### config.mk
export PLATFORM = sky130hd
export DESIGN_NAME = alu_mul_scheduler
export DESIGN_NICKNAME = d
export VERILOG_FILES = /design/src/rtl/alu_mul_scheduler.sv
export SDC_FILE = /design/constraint.sdc
export NUM_CORES = 1
export LEC_CHECK = 0
export BUFFER_PORTS_ARGS = -buffer_cell sky130_fd_sc_hd__buf_4
export CAP_MARGIN = 10
export CORE_AREA = 2 2 180 182
export CTS_BUF_LIST = sky130_fd_sc_hd__clkbuf_8
export CTS_CLUSTER_SIZE = 8
export DETAILED_ROUTE_END_ITERATION = 6
export DIE_AREA = 0 0 182 184
export PLACE_DENSITY = 0.54
export SLEW_MARGIN = 20
export SYNTH_ARGS = -nofsm -noshare
export SYNTH_HDL_FRONTEND = slang
export SYNTH_SLANG_ARGS = --single-unit
### constraint.sdc
create_clock -name clk -period 2.9 [get_ports clk]
set_clock_uncertainty 0.1 [all_clocks]
set_input_delay 0.58 -clock clk [delete_from_list [all_inputs] [get_ports clk]]
set_output_delay 0.58 -clock clk [all_outputs]
set_load 0.02 [all_outputs]
### src/rtl/alu_mul_scheduler.sv
// alu_mul_scheduler
// -----------------
// Two-requester front end that shares one combinational ALU and one
// multi-cycle multiplier. It accepts one operation at a time, chosen
// round-robin between the requesters. An operation runs on the ALU when
// ctrl bit 2 is clear and on the multiplier when it is set. The result is
// held on the response port until the consumer takes it.
//
// Optional feature: define MUL_TIMEOUT_EN to abandon a multiply that runs
// longer than MULT_TIMEOUT cycles. The block then returns an error
// response with zero data.
//
// Ports
//   clk, resetn                   clock, asynchronous active-low reset
//   req_valid[1:0]/req_ready[1:0] per-requester request handshake
//   req_ctrl[27:0]                14-bit control word per requester (bit 2 = multiply)
//   req_src1/req_src2[63:0]       32-bit operands per requester
//   alu_control/alu_src1/alu_src2 operation sent to the external ALU
//   alu_result                    result returned by the external ALU
//   mult_begin/mult_op1/mult_op2  operation sent to the external multiplier
//   product, mult_end             result and done flag from the multiplier
//   rsp_valid/rsp_ready           response handshake
//   rsp_id/rsp_err/rsp_hi/rsp_lo  response payload
module alu_mul_scheduler #(
  parameter int MULT_TIMEOUT = 64
) (
  input  logic        clk,
  input  logic        resetn,
  input  logic [1:0]  req_valid,
  output logic [1:0]  req_ready,
  input  logic [27:0] req_ctrl,
  input  logic [63:0] req_src1,
  input  logic [63:0] req_src2,
  output logic [13:0] alu_control,
  output logic [31:0] alu_src1,
  output logic [31:0] alu_src2,
  input  logic [31:0] alu_result,
  output logic        mult_begin,
  output logic [31:0] mult_op1,
  output logic [31:0] mult_op2,
  input  logic [63:0] product,
  input  logic        mult_end,
  output logic        rsp_valid,
  output logic        rsp_id,
  output logic        rsp_err,
  output logic [31:0] rsp_hi,
  output logic [31:0] rsp_lo,
  input  logic        rsp_ready
);

  typedef enum logic [1:0] {
    IDLE     = 2'd0,
    ALU_EXEC = 2'd1,
    MUL_WAIT = 2'd2,
    RESP     = 2'd3
  } state_t;

  state_t      state;
  state_t      state_nxt;
  logic        last_grant;
  logic [1:0]  grant;
  logic        accept;
  logic        acc_id;
  logic [13:0] sel_ctrl;
  logic [31:0] sel_src1;
  logic [31:0] sel_src2;
  logic [13:0] op_ctrl;
  logic [31:0] op_src1;
  logic [31:0] op_src2;
  logic        op_id;
  logic        mul_timeout;

  // Round-robin pick. A tie goes to the requester that did not win last
  // time. last_grant resets to 1 so that requester 0 wins the first tie.
  always_comb begin
    grant = 2'b00;
    case (req_valid)
      2'b01:   grant = 2'b01;
      2'b10:   grant = 2'b10;
      2'b11:   grant = last_grant ? 2'b01 : 2'b10;
      default: grant = 2'b00;
    endcase
  end

  // A grant only becomes visible in IDLE. It is also masked while reset is
  // held, because the grant is combinational from req_valid.
  assign req_ready = (state == IDLE && resetn) ? grant : 2'b00;
  assign accept    = (state == IDLE) && (grant != 2'b00);
  assign acc_id    = grant[1];
  assign sel_ctrl  = acc_id ? req_ctrl[27:14] : req_ctrl[13:0];
  assign sel_src1  = acc_id ? req_src1[63:32] : req_src1[31:0];
  assign sel_src2  = acc_id ? req_src2[63:32] : req_src2[31:0];

  // State register
  always_ff @(posedge clk or negedge resetn) begin
    if (!resetn) begin
      state <= IDLE;
    end else begin
      state <= state_nxt;
    end
  end

  // Next-state logic. The RESP -> IDLE step spends one full cycle in IDLE
  // before the next grant, so req_ready never coincides with the response
  // handshake.
  always_comb begin
    state_nxt = state;
    case (state)
      IDLE:     if (accept) state_nxt = sel_ctrl[2] ? MUL_WAIT : ALU_EXEC;
      ALU_EXEC: state_nxt = RESP;
      MUL_WAIT: if (mult_end || mul_timeout) state_nxt = RESP;
      RESP:     if (rsp_ready) state_nxt = IDLE;
      default:  state_nxt = IDLE;
    endcase
  end

  // Latch the accepted operation so later req_* activity cannot disturb it
  always_ff @(posedge clk or negedge resetn) begin
    if (!resetn) begin
      op_ctrl    <= '0;
      op_src1    <= '0;
      op_src2    <= '0;
      op_id      <= 1'b0;
      last_grant <= 1'b1;
    end else if (accept) begin
      op_ctrl    <= sel_ctrl;
      op_src1    <= sel_src1;
      op_src2    <= sel_src2;
      op_id      <= acc_id;
      last_grant <= acc_id;
    end
  end

  // Result capture. A timed-out multiply still lands here, but with zero
  // data. mult_end seen outside MUL_WAIT never reaches these registers.
  always_ff @(posedge clk or negedge resetn) begin
    if (!resetn) begin
      rsp_hi <= '0;
      rsp_lo <= '0;
    end else if (state == ALU_EXEC) begin
      rsp_hi <= '0;
      rsp_lo <= alu_result;
    end else if (state == MUL_WAIT && (mult_end || mul_timeout)) begin
      rsp_hi <= mult_end ? product[63:32] : 32'd0;
      rsp_lo <= mult_end ? product[31:0]  : 32'd0;
    end
  end

`ifdef MUL_TIMEOUT_EN
  localparam int CNT_W = $clog2(MULT_TIMEOUT + 1);

  logic [CNT_W-1:0] mul_cnt;
  logic             err_q;

  // mult_end wins if it arrives in the same cycle the limit is reached
  assign mul_timeout = (state == MUL_WAIT) && !mult_end &&
                       (mul_cnt == CNT_W'(MULT_TIMEOUT - 1));

  // Counts the cycles spent in MUL_WAIT. It is cleared on acceptance so
  // that it starts from zero on entry.
  always_ff @(posedge clk or negedge resetn) begin
    if (!resetn) begin
      mul_cnt <= '0;
    end else if (accept) begin
      mul_cnt <= '0;
    end else if (state == MUL_WAIT) begin
      mul_cnt <= mul_cnt + 1'b1;
    end
  end

  // Error flag for the response: set only by a timeout
  always_ff @(posedge clk or negedge resetn) begin
    if (!resetn) begin
      err_q <= 1'b0;
    end else if (state == ALU_EXEC) begin
      err_q <= 1'b0;
    end else if (state == MUL_WAIT && (mult_end || mul_timeout)) begin
      err_q <= mul_timeout;
    end
  end

  assign rsp_err = err_q;
`else
  logic [31:0] unused_timeout;

  assign unused_timeout = 32'(MULT_TIMEOUT);
  assign mul_timeout    = 1'b0;
  assign rsp_err        = 1'b0;
`endif

  assign alu_control = (state == IDLE) ? 14'd0 : op_ctrl;
  assign alu_src1    = op_src1;
  assign alu_src2    = op_src2;
  assign mult_op1    = op_src1;
  assign mult_op2    = op_src2;
  assign mult_begin  = (state == MUL_WAIT);
  assign rsp_valid   = (state == RESP);
  assign rsp_id      = op_id;

endmodule

==> results by group, run 1 <==
Critical path
  • CP Capture Type: output port
  • Setup CP Type: reg -> out
  • Most used cell, CP: buf_4
  • Worst Path Buf+Inv: 3
  • Crit Path Max Fanout: 16
  • CP max stage cell: dfrtp_1
  • Critical path's top delay family: buffers and inverters
  • Worst Path Required: 2.22 ns
  • Crit path DAT: about 1.7 ns
  • CP Cell Sequence: inv_1 -> ha_1 -> buf_4 -> nor2b_1 -> buf_4
  • CP startpoint kind: register
  • Max incr delay on CP: 0.41 ns

STA
  • RSZ-0062 raised after global routing: false
  • Worst slew margin: 37.86%
  • Fin. Hold Viols: 0
  • Final setup vio count: 0
  • Final period utilization: a little over 80%
  • Fmax: 415.0 MHz
  • Minimum clock period: roughly 2.4 ns
  • Setup TNS: 0 ns
  • Max-slew violations: 0
  • Worst Max-Slew Pin Slew: roughly 0.93 ns

Global routing
  • GRT met2 Usage: between 20% and 30%
  • Initial antenna violation count: 0
  • GR Util met1: 19.76%
  • Vias in the first global route: slightly above 7,000
  • Busiest grt layer: met2
  • Largest net degree at the start of global routing: roughly 150
  • First-pass GRT wire length: 41,600 um
  • Overflow after GRT: 0
  • GRT Util Overall: 16.23%
  • M3 GR Usage: ~4.2%

Drt
  • Vias per cell: 4.433
  • Residual DRC: 0
  • Antenna-violating nets left: 0
  • Initial DRC count: 275
  • Routed vias: 7,150
  • Drt total wl: approximately 28,000 um
  • Routed len/inst: approximately 17 um
  • Drt pass-1 iters: 4

Synth
  • Area share of fa/ha/maj cells after synthesis: 0.8457%
  • Yosys reg bits: roughly 150
  • Synth Flop Type: dfrtp_1
  • Yosys warns: 0
  • Cells after Synth: a little over 800
  • EDFF count, synth: 0
  • Post-Syn Area: between 0.007 and 0.008 mm^2
  • Post-synthesis sequential area ratio: between 40% and 50%
  • Compound-Gate Fraction of Synth Area: a little under a fifth
  • Synth Area in XOR/XNOR: 0%
  • Syn_area_per_cell: about 8.9 um^2
  • Ys async rst share: 100.0%
  • Largest family of logic cells by synthesized area: compound AO/OA/AOI/OAI gates
  • Multiplexer share of the synthesized area: 4.330%
  • Simple-gate area share of the yosys netlist: around 15%
  • Synth cell types: 29
  • Net Count, Synth: around 1,100

Die
  • Full die area: approximately 0.033 mm^2
  • FP Rows: 65
  • Die Ht: between 150 and 200 um
  • Starting Density: between 20% and 30%
  • Die width: ~180 um
  • Ports: 470
  • Core area: ~0.031 mm^2

Place
  • Post-place instance area: between 0.01 and 0.015 mm^2
  • DP HPWL: a little over 20,000 um
  • PortBufs: 468
  • GP Congestion: between 0.7 and 0.8

Pwr
  • Sw Ratio: around 45%
  • Max VDD drop: ~390 uV
  • Sequential cell fraction of total power: a little under a third
  • Leakage: around 5.8 nW
  • Clk pwr share: between 10 and 15%
  • Int Power: just under 7 mW
  • Psw: about 5.6 mW
  • Combinational power share: 55.2%
  • Cell Pwr Density: ~1100 mW/mm^2

Layout
  • Antenna diodes: 0
  • Post-route cell area: 0.01126 mm^2
  • Syn-to-layout area delta: 52.20%
  • Nets@finish: 1,461
  • Layout cells sized above 1: 43.52%
  • Fillers: between 3,000 and 4,000

Status
  • Status: completed

Clock tree
  • Clock Latency Late Sink: 0.47 ns
  • Postcts setup bufs: 0
  • CTS Buf Count: 17
  • Clock sink total: 146
  • Reg clk slew, reported paths: around 0.090 ns
  • Root buffer cell: clkbuf_8
  • CTS Hold Bufs: 0
  • H-tree depth: 4
  • Cts repair resizes: 0
  • CTS tree: done
  • Max Root-Sink Buffers: 2

Min path
  • HP Class: in -> async

Run
  • Max_cap viols: 0
-- layout by cell type, fill, tap and decap left out, types with 2 or more instances in the layout --
cell type  netlist  layout
bufinv_16        0       4
ha_1             5       4
clkinv_4         0       3
o31ai_1         67      67
o31ai_2         10      10
buf_4           73     472
inv_1            4       5
nand2_1        180     179
nor2_1          80      80
nor2b_1         16      16
clkinv_2         0       3
mux2i_1         32      32
dfrtp_1        145     145
buf_12           0       7
clkbuf_8         0      19
o21ai_0         35      35
a21oi_1        109     109
and2_1           2       2
inv_6            0       2
-- metrics by stage --
step	power, mW	instances	worst slack (ns)	util (%)	hold WS [ns]
6_report	12.47	1613	0.4906	35.86	0.1586
5_1_grt	13.31	1613	0.3324	35.86	0.1864
4_1_cts	12.66	1613	0.3850	35.86	0.1567
3_5_place_dp	10.76	1581	0.7128	34.45	0.3591
3_3_place_gp	10.68	1581	0.7589	34.45	0.3531
2_1_floorplan	8.016	829	0.7066	-	0.1844
-- kinds of logic after synthesis --
logic type      after synthesis
simple gates                283
buf+inv                     134
fa+ha+maj                     5
flops                       146
mux                          32
other cells                   1
compound gates              228
-- per-layer routing --
layer | vias up | wire, um
met1 | 3412 | 11800
met5 | - | 0
met4 | 0 | 336
li1 | 3462 | -
met2 | 258 | 14220
met3 | 18 | 1670
-- cells in the mapped netlist (2+ instances only) --
library cell	instances	area (um^2)
a21oi_1	109	545.5
and2_1	2	12.51
buf_2	25	125.1
buf_4	73	548.0
clkbuf_1	31	116.4
dfrtp_1	145	3628
ha_1	5	62.56
inv_1	4	15.01
mux2i_1	32	320.3
nand2_1	180	675.7
nand2b_1	2	12.51
nor2_1	80	300.3
nor2b_1	16	100.1
o21ai_0	35	175.2
o31ai_1	67	503.0
o31ai_2	10	125.1
-- sequential cells by signal (all words and copies together), names as in the netlist --
name / flops
rsp_hi: 32
rsp_id: 1
op_ctrl: 14
alu_src1: 32
last_grant: 1
state: 2
rsp_lo: 32
alu_src2: 32
-- worst reg2reg max path, stage by stage, from the launching register on --
cell      delay (ns)
dfstp_2         0.59
nand2b_4        0.14
buf_4           0.66
a21oi_1         0.30
o31ai_2         0.23
-- cell type report --
| type | instances | area (um^2) | share of cell area, % |
|---|---|---|---|
| Clock buffer | 19 | 261.5 | 2.323 |
| Inverter | 4 | 15.01 | 0.1334 |
| Multi-Input combinational cell | 549 | 2947 | 26.17 |
| Clock inverter | 13 | 182.7 | 1.623 |
| Tap cell | 402 | 503.0 | 4.468 |
| Sequential cell | 146 | 3655 | 32.46 |
| Timing Repair Buffer | 480 | 3695 | 32.82 |
-- path summary, 6_finish.rpt --
path,start,end,slack [ns],cells past startpoint
setup / recovery,state[1],alu_control[1],0.49,5
hold / removal,resetn,alu_src1[30],0.16,2
setup reg to reg,last_grant,alu_src1[12],0.78,4
hold reg to reg,op_ctrl[5],op_ctrl[5],0.38,2
max in group asynchronous,resetn,alu_src1[7],1.91,2
min in group clk,alu_result[0],rsp_lo[0],0.21,3
-- power groups by stage --
stage               Combinational [mW]  Sequential [mW]  Clock, mW
finish                            6.88             3.74       1.85
global route                      7.43             3.88       2.00
CTS                               6.97             3.76       1.93
detailed placement                6.96             3.79          0
global placement                  6.93             3.76          0
floorplan                         3.40             4.62          0
(Power assumes the default switching activity.)
==> run 2, diff against run 1 <==
ABC_AREA = 1   (was default)
CORE_AREA = 2 2 185 187   (was 2 2 180 182)
DIE_AREA = 0 0 187 189   (was 0 0 182 184)
clock period = 2.1 ns   (was 2.9 ns; I/O delays follow)
==> run 2 against run 1 <==
Net effect: global-route usage shrank 0.97 points; critical path depth rose by 1; total power increased by 47%; via count increased by 2.5%; sequential share of layout area fell by 1.2 points; sequential cell count stayed put; synthesized area down 1.2%; die area increased by 5.5%; combinational power is 57% higher; core utilization fell by 0.68 points; worst hold slack worse by 0.099 ns.
==> results by group, run 2 <==
Critical path
  • Crit path DAT: 1.57 ns (-0.16 ns)
  • Crit Path Max Fanout: 9 (-7)
  • Worst Path Required: 1.58 ns (-0.64 ns)
  • CP Capture Type: output port
  • CP startpoint kind: register
  • Setup CP Type: reg -> out

Synth
  • Net Count, Synth: 1,154 (+5.7%)
  • Post-Syn Area: 0.007306 mm^2 (-1.2%)
  • Post-synthesis sequential area ratio: 50.03% (+0.62 points)
  • Share of the synthesized area in the top cell type: 49.67% (+0.61 points)
  • Post-synth top area cell: dfrtp_1
  • Synth Flop Type: dfrtp_1
  • Most frequent cell after synthesis: nand2_1
  • Largest cells by area after synthesis: dfrtp_1, nand2_1, o211ai_1
  • Yosys warns: 0 (unchanged)
  • Yosys reg bits: 146 (unchanged)
  • EDFF count, synth: 0 (unchanged)
  • Ys async rst share: 100.0% (unchanged)
  • Syn_area_per_cell: 8.200 um^2 (-8.1%)
  • Synth cell types: 21 (-28%)
  • Cells after Synth: 891 (+7.5%)
  • Commonest cells post-synth: nand2_1, dfrtp_1, inv_1

Drt
  • Initial DRC count: 305 (+11%)
  • Residual DRC: 0 (unchanged)
  • Drt total wl: 27,490 um (-1.9%)
  • Routed len/inst: 15.58 um (-10%)
  • Antenna-violating nets left: 0 (unchanged)
  • Drt pass-1 iters: 4 (unchanged)
  • Routed vias: 7,330 (+2.5%)
  • Vias per cell: 4.153 (-6.3%)

STA
  • Setup TNS: 0 ns (unchanged)
  • Final setup vio count: 0 (unchanged)
  • Fin. Hold Viols: 0 (unchanged)
  • Final period utilization: around 100%
  • Fmax: roughly 480 MHz
  • Minimum clock period: 2.092 ns
  • Hold_ws: 0.06009 ns (-0.09854 ns)
  • Worst slew margin: 65.05% (+27 points)
  • Max-slew violations: 0 (unchanged)
  • Worst Max-Slew Pin Slew: 0.5243 ns (-0.4078 ns)
  • RSZ-0062 raised after global routing: true

Global routing
  • M3 GR Usage: 3.170% (-0.99 points)
  • GR Util met1: 18.96% (-0.80 points)
  • GRT Util Overall: 15.26% (-0.97 points)
  • Largest net degree at the start of global routing: 81 (-45%)
  • Overflow after GRT: 0 (unchanged)
  • Vias in the first global route: 7,329 (+3.9%)
  • GRT met2 Usage: 25.56% (-2.9 points)
  • First-pass GRT wire length: 41,570 um (about the same)
  • Busiest grt layer: met2
  • Initial antenna violation count: 1 (+1)

Layout
  • Syn-to-layout area delta: 60.25%
  • Most frequent cells in the layout: buf_4, nand2_1, dfrtp_1
  • Most common cell after layout, fill and taps aside: buf_4
  • Layout cells sized above 1: 42.33% (-1.2 points)
  • Utilization after layout: 35.18% (-0.68 points)
  • Nets@finish: 1,566 (+7.2%)
  • Fillers: 3,501 (+6.5%)

Die
  • FP Rows: 67 (+3.1%)
  • Die width: 187 um (+2.7%)
  • Ports: 470 (unchanged)
  • Die Ht: 189 um (+2.7%)
  • Starting Density: 21.95% (-1.6 points)
  • Core area: 0.03328 mm^2 (+6.0%)
  • Full die area: 0.03534 mm^2 (+5.5%)

Clock tree
  • Clock sink total: 146 (unchanged)
  • Clock Latency Late Sink: 0.47 ns (about the same)
  • H-tree depth: 4 (unchanged)
  • Reg clk slew, reported paths: 0.10 ns (about the same)
  • CTS tree: done
  • Max Root-Sink Buffers: 2 (unchanged)
  • CTS Buf Count: 17 (unchanged)
  • Root buffer cell: clkbuf_8

Place
  • GP Congestion: 0.8475 (+11%)
  • PortBufs: 468 (unchanged)
  • DP HPWL: 20,490 um (+1.7%)

Status
  • Status: completed

Pwr
  • Cell Pwr Density: 1564 mW/mm^2 (+41%)
  • Max VDD drop: 763.2 uV (+98%)
  • Overall power: 18.32 mW (+47%)
  • Leakage: 6.392 nW (+11%)

Min path
  • HP Class: in -> reg

Run
  • Max_cap viols: 0 (unchanged)
run 2: cell types whose count changed in the layout (fill, tap and decap cells not counted), moves of 31 or more:
cell / before / now
a21oi_1: 109 / 0
a22o_1: 1 / 32
inv_1: 5 / 98
mux2i_1: 32 / 0
nand2_1: 179 / 345
nand3_1: 0 / 38
nor2_1: 80 / 3
o211ai_1: 0 / 77
o21ai_0: 35 / 1
o31ai_1: 67 / 0
run 2: layout make-up:
cell class / count / area [um^2] / share of cell area, %
timing repair buffer: 509 / 4073 / 34.79
sequential: 146 / 3655 / 31.22
multi-input combinational: 524 / 2665 / 22.76
tap: 448 / 560.5 / 4.788
inverter: 105 / 394.1 / 3.366
clock buffer: 17 / 234.0 / 1.998
clock inverter: 15 / 123.9 / 1.058
antenna: 1 / 2.502 / 0.02137
run 2: report_power, final:
group	internal (mW)	total (mW)	switching (mW)	leakage [nW]
Clock	0.850	2.14	1.29	0.174
Combinational	4.62	10.8	6.16	4.39
Sequential	4.24	5.40	1.16	1.82
Total	9.70	18.3	8.61	6.39
run 2: worst max-delay path, cell delays in order (launching register included):
cell and delay, ns:
dfrtp_1 0.41, inv_2 0.09, ha_4 0.17, buf_12 0.16, nand2_4 0.06, nor2_4 0.09
buf_6 0.12
run 2: repair_timing:
item	CTS	global route
gates cloned	1	0
buffers inserted	7	3
hold buffers	15	0
resized for setup	48	5
hold endpoints to repair	155	0
endpoints found under the setup margin	16	16
pin swaps	9	3
run 2: cell families after synthesis:
logic type | share of synthesized area [%]
AND/OR/NAND/NOR | 21.68
buffers and inverters | 15.38
flip-flops | 50.03
AO/OA/AOI/OAI | 12.01
adder cells (fa/ha/maj) | 0.8563
other | 0.05133
run 2: layer usage:
| metal | up-vias | part of all wire [%] |
|---|---|---|
| met5 | - | 0 |
| met4 | 0 | 3.1 |
| met3 | 43 | 4.6 |
| met2 | 248 | 50 |
| met1 | 3461 | 42 |
| li1 | 3578 | - |
run 2: final timing paths:
kind / from / end / slack [ns] / cells after the start
worst max-delay path: state[0] / req_ready[0] / 0.008 / 6
min in group asynchronous: resetn / alu_src1[19] / 0.48 / 3
worst max register to register: state[0] / rsp_lo[9] / 0.14 / 10
worst min register to register: rsp_id / rsp_id / 0.37 / 2
worst min-delay path: alu_result[22] / rsp_lo[22] / 0.06 / 3
max in group asynchronous: resetn / alu_src2[11] / 0.98 / 3
run 2: metrics by stage:
stage	instance area (um^2)	worst slack, ns	instances
2_1_floorplan	7306	0.2851	891
3_3_place_gp	10920	0.3093	1707
3_5_place_dp	10920	0.2938	1707
4_1_cts	11690	-0.05603	1762
5_1_grt	11710	-0.1013	1765
6_report	11710	0.007779	1765
==> run 3, diff against run 2 <==
PLACE_DENSITY = 0.57   (was 0.54)
clock period = 2.43 ns   (was 2.1 ns; I/O delays follow)
==> run 3 against run 2 <==
Net effect: count of clock-buffer cells in the layout unchanged; worst hold slack better by 0.066 ns; critical path depth stayed put; clock power hardly changed; total power decreased by 15%; via count decreased by 1.6%; setup slack improved by 0.13 ns; sequential cell count unchanged; combinational power down 19%; core utilization decreased by 1.3 points; non-clock buffer count decreased by 28; critical endpoint unchanged; largest power group unchanged.
==> results by group, run 3 (synthesized netlist as in run 2, its figures left out) <==
Min path
  • Hold Path End: rsp_lo[1]
  • HP Class: in -> reg
  • Hold path cells: 3 (unchanged)
  • Hold path startpoint: alu_result[1]

Drt
  • Routed vias: 7,213 (-1.6%)
  • DRT met1 WL: 11,360 um (-2.4%)
  • Uppermost routed layer: met4
  • Drt total wl: 26,940 um (-2.0%)
  • Drt pass-1 iters: 7 (+3)
  • Residual DRC: 0 (unchanged)
  • Initial DRC count: 382 (+25%)
  • Routed wl met3: 1504 um (+20%)
  • Routed len/inst: 15.52 um (-0.36%)
  • Met2 WL: 13,520 um (-1.7%)
  • Antenna-violating nets left: 0 (unchanged)
  • Vias per cell: 4.155 (about the same)

Place
  • PortBufs: 468 (unchanged)
  • GP Congestion: 0.8310 (-1.9%)
  • DP HPWL: 20,110 um (-1.9%)

Pwr
  • Leakage: 6.254 nW (-2.2%)
  • Max VDD drop: 497.2 uV (-35%)
  • Int Power: 8.354 mW (-14%)
  • Sw Ratio: 46.11% (-0.91 points)
  • Overall power: 15.50 mW (-15%)
  • Cell Pwr Density: 1373 mW/mm^2 (-12%)
  • Sequential cell fraction of total power: 30.0% (+0.5 points)
  • Clk pwr share: 13.8% (+2.1 points)
  • Combinational power share: 56.3% (-2.5 points)
  • Psw: 7.148 mW (-17%)

Clock tree
  • H-tree depth: 4 (unchanged)
  • Max Root-Sink Buffers: 2 (unchanged)
  • CTS tree: done
  • CTS Buf Count: 17 (unchanged)
  • Root buffer cell: clkbuf_8
  • Reg clk slew, reported paths: 0.09 ns (about the same)
  • Clock Latency Late Sink: 0.47 ns (about the same)
  • Postcts setup bufs: 0 (-7)
  • Clock sink total: 146 (unchanged)

STA
  • Worst Max-Slew Pin Slew: 0.6678 ns (+0.1435 ns)
  • Final setup vio count: 0 (unchanged)
  • Worst slew margin: 55.48% (-9.6 points)
  • Minimum clock period: approximately 2.3 ns
  • Max-slew violations: 0 (unchanged)
  • Final period utilization: between 90 and 100%
  • Fmax: roughly 440 MHz
  • Fin. Hold Viols: 0 (unchanged)
  • Setup TNS: 0 ns (unchanged)

Die
  • Starting Density: 21.95% (unchanged)
  • FP Rows: 67 (unchanged)
  • Core area: 0.03328 mm^2 (unchanged)
  • Full die area: 0.03534 mm^2 (unchanged)
  • Die width: 187 um (unchanged)
  • Die Ht: 189 um (unchanged)
  • Ports: 470 (unchanged)

Global routing
  • GRT Util Overall: 14.74% (-0.52 points)
  • Initial antenna violation count: 0 (-1)
  • Vias in the first global route: 6,813 (-7.0%)
  • Largest net degree at the start of global routing: 112 (+38%)
  • First-pass GRT wire length: 40,190 um (-3.3%)
  • Overflow after GRT: 0 (unchanged)

Layout
  • Layout cells sized above 1: 40.37% (-2.0 points)
  • Syn-to-layout area delta: 54.53%
  • Most frequent cells in the layout: buf_4, nand2_1, dfrtp_1
  • Antenna diodes: 0 (-1)
  • Most common cell after layout, fill and taps aside: buf_4
  • Fillers: 3,510 (+0.26%)
  • Utilization after layout: 33.92% (-1.3 points)
  • Nets@finish: 1,538 (-1.8%)

Critical path
  • CP startpoint kind: register
  • Setup CP Type: reg -> out
  • Max incr delay on CP: 0.43 ns (+0.02 ns)
  • FF-to-FF Start: state[1]
  • CP max stage cell: dfrtp_1
  • Reg2reg setup slack: 0.54 ns (+0.40 ns)
  • CP Cell Sequence: inv_1 -> ha_2 -> buf_8 -> nand2_1 -> nor2_1 -> buf_4
  • Critical path's top delay family: buffers and inverters
  • R2R Path End: op_ctrl[3]
  • Worst Path Required: 1.84 ns (+0.26 ns)
  • Worst reg-to-reg path cell count: 7 (-3)
  • Crit path DAT: 1.70 ns (+0.13 ns)
  • Worst Path Buf+Inv: 3 (unchanged)
  • CP Capture Type: output port
  • Crit Path Max Fanout: 17 (+8)

Status
  • Status: completed

Run
  • Max_cap viols: 0 (unchanged)
-- run 3: changes by cell type in the layout (fill, tap and decap cells not counted), moves of 5 or more --
cell,previous run,this run
buf_6,17,1
nor2_1,3,18
dlygate4sd3_1,15,1
nor2_4,13,2
buf_4,465,471
buf_12,12,7
inv_6,6,1
-- run 3: worst max path at each step --
stage,end,slack (ns),depth (start not counted),from
6_report,req_ready[0],0.14,6,state[1]
2_1_floorplan,alu_control[0],0.55,5,state[0]
3_3_place_gp,alu_src1[11],0.52,6,req_valid[0]
4_1_cts,req_ready[0],0.02,6,state[0]
5_1_grt,req_ready[0],-0.001,6,state[0]
3_5_place_dp,alu_src2[19],0.53,6,req_valid[0]
-- run 3: through the flow --
step / hold slack (ns) / cells / cell area [um^2] / worst slack (ns)
CTS: 0.06860 / 1736 / 11280 / 0.01792
finish: 0.1262 / 1736 / 11290 / 0.1415
floorplan: 0.09041 / 891 / 7306 / 0.5491
detailed placement: 0.3659 / 1703 / 10840 / 0.5339
global route: 0.07208 / 1736 / 11290 / -0.0009881
global placement: 0.3609 / 1703 / 10840 / 0.5215
-- run 3: metal layers --
| metal | vias up | global-route usage [%] |
|---|---|---|
| li1 | 3514 | - |
| met1 | 3401 | 18.67 |
| met2 | 265 | 24.46 |
| met3 | 33 | 3.948 |
| met4 | 0 | 4.701 |
| met5 | - | 0 |
-- run 3: repair_timing --
action | CTS | global route
hold buffers | 1 | 0
setup endpoints to repair | 0 | 9
resized for setup | 0 | 3
endpoints found under the hold margin | 37 | 0
-- run 3: worst reg2reg max path: cells and delay by family (launching register included) --
kind                       cells  cell delay, ns
buffers and inverters          3            0.53
DFF                            1            0.43
and+or+nand+nor                2            0.31
AOI/OAI and AO/OA              1            0.26
adders and majority gates      1            0.22
-- run 3: layout make-up --
cell class | instances | area, um^2 | share of cell area [%]
Multi-Input combinational cell | 524 | 2542 | 22.52
Timing Repair Buffer | 481 | 3712 | 32.88
Inverter | 105 | 394.1 | 3.491
Clock buffer | 17 | 234.0 | 2.072
Tap cell | 448 | 560.5 | 4.965
Sequential cell | 146 | 3655 | 32.37
Clock inverter | 15 | 191.4 | 1.696
-- run 3: power by group through the flow --
stage               clock, mW  sequential (mW)  combinational [mW]
floorplan                   0             5.71                4.18
global placement            0             4.66                8.77
detailed placement          0             4.66                8.86
CTS                      2.22             4.65                8.86
global route             2.31             4.80                9.41
finish                   2.13             4.64                8.73
